### src/rtl/scan_test_controller.sv
// Sequences one scan test of the multiplier chain: shift stimulus in, capture, shift the
// product out, compare against the expected value and keep saturating pass/fail tallies.
module scan_test_controller #(
  parameter int CHAIN_LEN = 8,
  parameter int CNT_W     = 8
) (
  input  logic                 clk,
  input  logic                 rst,
  input  logic                 start,
  input  logic [CHAIN_LEN-1:0] vec,
  input  logic [CHAIN_LEN-1:0] expected,
  input  logic                 scan_out,
  output logic                 scan_in,
  output logic                 scan_en,
  output logic                 busy,
  output logic                 done,
  output logic                 pass,
  output logic [CHAIN_LEN-1:0] result,
  output logic [CNT_W-1:0]     pass_cnt,
  output logic [CNT_W-1:0]     fail_cnt
);
  localparam int            BW   = (CHAIN_LEN > 1) ? $clog2(CHAIN_LEN) : 1;
  localparam logic [BW-1:0] LAST = BW'(CHAIN_LEN - 1);

  typedef enum logic [2:0] {IDLE, SHIFT_IN, CAPTURE, SHIFT_OUT, DONE} state_t;

  typedef struct packed {
    logic [CHAIN_LEN-1:0] vec;
    logic [CHAIN_LEN-1:0] expected;
  } req_t;

  state_t               state;
  req_t                 req_q;
  logic [BW-1:0]        bit_cnt;
  logic [CHAIN_LEN-1:0] result_nxt;

  // The last shift-out bit lands in the same edge that decides pass, so compare the merged value.
  always_comb begin
    result_nxt          = result;
    result_nxt[bit_cnt] = scan_out;
  end

  always_ff @(posedge clk) begin
    if (rst) begin
      state    <= IDLE;
      req_q    <= '0;
      bit_cnt  <= '0;
      scan_in  <= 1'b0;
      scan_en  <= 1'b0;
      busy     <= 1'b0;
      done     <= 1'b0;
      pass     <= 1'b0;
      result   <= '0;
      pass_cnt <= '0;
      fail_cnt <= '0;
    end else begin
      case (state)
        IDLE: begin
          if (start) begin
            state   <= SHIFT_IN;
            req_q   <= '{vec: vec, expected: expected};
            bit_cnt <= '0;
            scan_en <= 1'b1;
            scan_in <= vec[0];
            busy    <= 1'b1;
            pass    <= 1'b0;
            result  <= '0;
          end
        end
        SHIFT_IN: begin
          if (bit_cnt == LAST) begin
            state   <= CAPTURE;
            bit_cnt <= '0;
            scan_en <= 1'b0;
            scan_in <= 1'b0;
          end else begin
            bit_cnt <= bit_cnt + BW'(1);
            scan_in <= req_q.vec[bit_cnt + BW'(1)];
          end
        end
        CAPTURE: begin
          state   <= SHIFT_OUT;
          bit_cnt <= '0;
          scan_en <= 1'b1;
          scan_in <= 1'b0;
        end
        SHIFT_OUT: begin
          result <= result_nxt;
          if (bit_cnt == LAST) begin
            state   <= DONE;
            bit_cnt <= '0;
            scan_en <= 1'b0;
            busy    <= 1'b0;
            done    <= 1'b1;
            pass    <= (result_nxt == req_q.expected);
            if (result_nxt == req_q.expected) begin
              if (pass_cnt != '1) pass_cnt <= pass_cnt + CNT_W'(1);
            end else begin
              if (fail_cnt != '1) fail_cnt <= fail_cnt + CNT_W'(1);
            end
          end else begin
            bit_cnt <= bit_cnt + BW'(1);
          end
        end
        DONE: begin
          state   <= IDLE;
          bit_cnt <= '0;
          done    <= 1'b0;
        end
        default: begin
          state   <= IDLE;
          bit_cnt <= '0;
          scan_en <= 1'b0;
          scan_in <= 1'b0;
          busy    <= 1'b0;
          done    <= 1'b0;
        end
      endcase
    end
  end
endmodule

### config.mk
export PLATFORM = sky130hd
export DESIGN_NAME = scan_test_controller
export DESIGN_NICKNAME = d
export VERILOG_FILES = /design/src/rtl/scan_test_controller.sv
export SDC_FILE = /design/constraint.sdc
export NUM_CORES = 1
export LEC_CHECK = 0
export ABC_AREA = 1
export CORE_MARGIN = 5
export CORE_UTILIZATION = 59
export CTS_BUF_LIST = sky130_fd_sc_hd__clkbuf_2 sky130_fd_sc_hd__clkbuf_4 sky130_fd_sc_hd__clkbuf_8
export DETAILED_ROUTE_END_ITERATION = 6
export HOLD_SLACK_MARGIN = 0.15
export PLACE_DENSITY = 0.84
export SLEW_MARGIN = 40
export SYNTH_ARGS = -nofsm -noshare
export SYNTH_HDL_FRONTEND = slang
export SYNTH_SLANG_ARGS = --single-unit
### constraint.sdc
create_clock -name clk -period 2.6 [get_ports clk]
set_input_delay 0.52 -clock clk [delete_from_list [all_inputs] [get_ports clk]]
set_output_delay 0.52 -clock clk [all_outputs]
set_load 0.1 [all_outputs]
==> results.toml <==
[worst_setup_path]
critPathKind = "in -> reg"
rr_worst_depth = 13
cp-end-kind = "flip-flop"
arrival_ns = 2.56
reg2reg_to = "fail_cnt[0]"
critPathLaunchType = "primary input"
crit_end = "fail_cnt[0]"
r2r_setup_slack_ns = 0.50
r2r-start = "bit_cnt[1]"
cp.required_ns = 2.86
crit_fanout = 13
crit_start = "scan_out"

[synthesis]
syn_area_per_cell_um2 = 6.390
yosys_warnings = 0
synth_nets = 481
synthCells = 457
ys_ff_latch = 51
synth_seq_area_share = 0.3496
yosysUniqueCellTypes = 26
synth_area_um2 = 2920

[clock_tree]
clockRootBuffer = "clkbuf_8"
post_cts_resized = 0
cts_sinks = 51
htree_levels = 2
cts_buffers = 5
clockBufferDepth = 2
hold_buffers = 0
tritoncts = "yes"
clk_pin_slew_ns = 0.10
cts_setup_buffers = 0
worstSkewPairLatency_ns = 0.31

[sta]
min_period_ns = 2.302
hold_viol = 0
slew_headroom = 0.7171
rsz0062_at_grt = "false"
setup-tns-final_ns = 0
tightest_slew_ns = 0.4233
finalCritPeriodShare = 0.8855
hold_slack_ns = 0.4585
post-route-worst-setup-slack_ns = 0.2977
drv_slew = 0
skew_ns = 0.01028
fmax_mhz = 434.4
finalSetupViolations = 0

[detailed_routing]
drc = 0
vias_per_cell = 5.241
vias = 2977
ant_nets = 0
drt_iter0_drc = 174
routedWlPerCell_um = 12.16
drt_first_pass_iters = 4
drt_wl_total_um = 6905

[floorplanning]
die_h_um = 80.36
num_io_pins = 49
core_um2 = 4755
die_w_um = 80.36
start_util = 0.6142
num_rows = 25
dieArea_um2 = 6457

[global_routing]
top_usage_layer = "met2"
grtUsageMet1 = 0.2890
grt_max_degree = 27
grt_use_total = 0.2286
grt_pass1_vias = 2800
antenna_found_initial = 0
grt_overflow = 0
met3_usage = 0.04036
grt_first_pass_wirelength_um = 11920
grt_util_met2 = 0.3891

[final_layout]
syn_to_final_growth_pct = 18.55
diodes = 0
layout-drive-gt1-share = 0.1277
fin_util = 0.7282
final_net_count = 524

[placement]
routabilityCongestion = 0.8589
pre_cts_ws_ns = -0.01186
portBuffers = 48
dp_hpwl_um = 4993

[pwr]
comb_power_share = 0.266
ir_drop_mv = 0.4170
powerDensity_nw_per_um2 = 561.3
power_switching_w = 0.0006664
swShare = 0.3429
clkPwrFrac = 0.286
p_leak_nw = 1.559
seqPwrFrac = 0.447
p_int_w = 0.001277
p_total_w = 0.001943

[run]
cap_viol_max_count = 0

[status]
run_status = "completed"

[hold_path]
hold_class = "reg -> reg"
[metal layers]
metal	vias to the layer above	routed length [um]	share of wire
met3	8	337	0.049
met5	-	0	0
met2	62	3285	0.48
li1	1562	-	-
met1	1345	3186	0.46
met4	0	95	0.014
[cell usage after synthesis (all sizes together)]
cell type	n	area, um^2
nand2	124	478.0
inv	67	251.5
nand3	56	300.3
dfxtp	51	1021
nor2	43	178.9
a21oi	37	185.2
nand4	22	156.4
o21ai	21	105.1
buf	12	92.58
clkbuf	8	30.03
nor3	7	35.03
ha	4	50.05
o211ai	2	15.01
nand3b	1	7.510
nor4	1	6.260
o21bai	1	7.510
[area by class of cell]
cell class	instances	area [um^2]
inverters	67	251.5
flip-flops and latches	51	1021
multi-input cells	319	1525
clock inverters	3	43.79
fillers	430	1292
repair buffers	56	467.9
well taps	67	83.83
clock buffers	5	68.82
[worst min-delay path by stage]
stage	endpoint	cells past startpoint	from
floorplan	req_q[14]	2	req_q[14]
global placement	req_q[14]	2	req_q[14]
detailed placement	req_q[14]	2	req_q[14]
CTS	req_q[14]	2	req_q[14]
global route	req_q[9]	2	req_q[9]
finish	req_q[12]	2	req_q[12]
[cell families after synthesis]
| family | Yosys count | share of synthesized area |
|---|---|---|
| AOI/OAI and AO/OA | 61 | 0.1071 |
| adders and majority gates | 4 | 0.01714 |
| buffers and inverters | 87 | 0.1281 |
| DFF | 51 | 0.3496 |
| and+or+nand+nor | 254 | 0.3980 |
[stage by stage]
step                instance area [um^2]  instances
global placement                    3349        560
detailed placement                  3349        560
CTS                                 3462        568
floorplan                           2920        457
global route                        3462        568
finish                              3462        568
[critical path: stages]
cell and delay [ns]:
clkdlybuf4s50_1 0.70, inv_1 0.17, nand3_1 0.13, nand3_1 0.08, nand2_1 0.10, inv_1 0.04, nand2_1 0.05, nor2_1 0.04
nand2_1 0.32, nand3_1 0.18, nand2_1 0.09, nand2_1 0.05, nor2_1 0.08
[power groups by stage]
stage,Clock [W],Combinational [W],Sequential [W]
6_report,0.000556,0.000518,0.000869
2_1_floorplan,0,0.000326,0.000965
3_3_place_gp,0,0.000507,0.000885
3_5_place_dp,0,0.000515,0.000887
4_1_cts,0.000576,0.000517,0.000869
5_1_grt,0.000605,0.000574,0.000876
[placed cells by master, fill, tap and decap left out, drive strengths merged]
| cell | n |
|---|---|
| a21oi | 37 |
| buf | 37 |
| bufinv | 1 |
| clkbuf | 5 |
| clkdlybuf4s50 | 19 |
| clkinv | 2 |
| dfxtp | 51 |
| ha | 4 |
| inv | 67 |
| nand2 | 124 |
| nand3 | 56 |
| nand3b | 1 |
| nand4 | 22 |
| nor2 | 43 |
| nor3 | 7 |
| nor4 | 1 |
| o211ai | 2 |
| o21ai | 21 |
| o21bai | 1 |
[flip-flops by register name, summed over array words and instances, names as in the netlist]
name / flops
req_q: 16
fail_cnt: 8
pass_cnt: 8
result: 8
bit_cnt: 3
state: 3
busy: 1
done: 1
pass: 1
scan_en: 1
scan_in: 1
No activity file was read; power rests on OpenSTA's default activity.
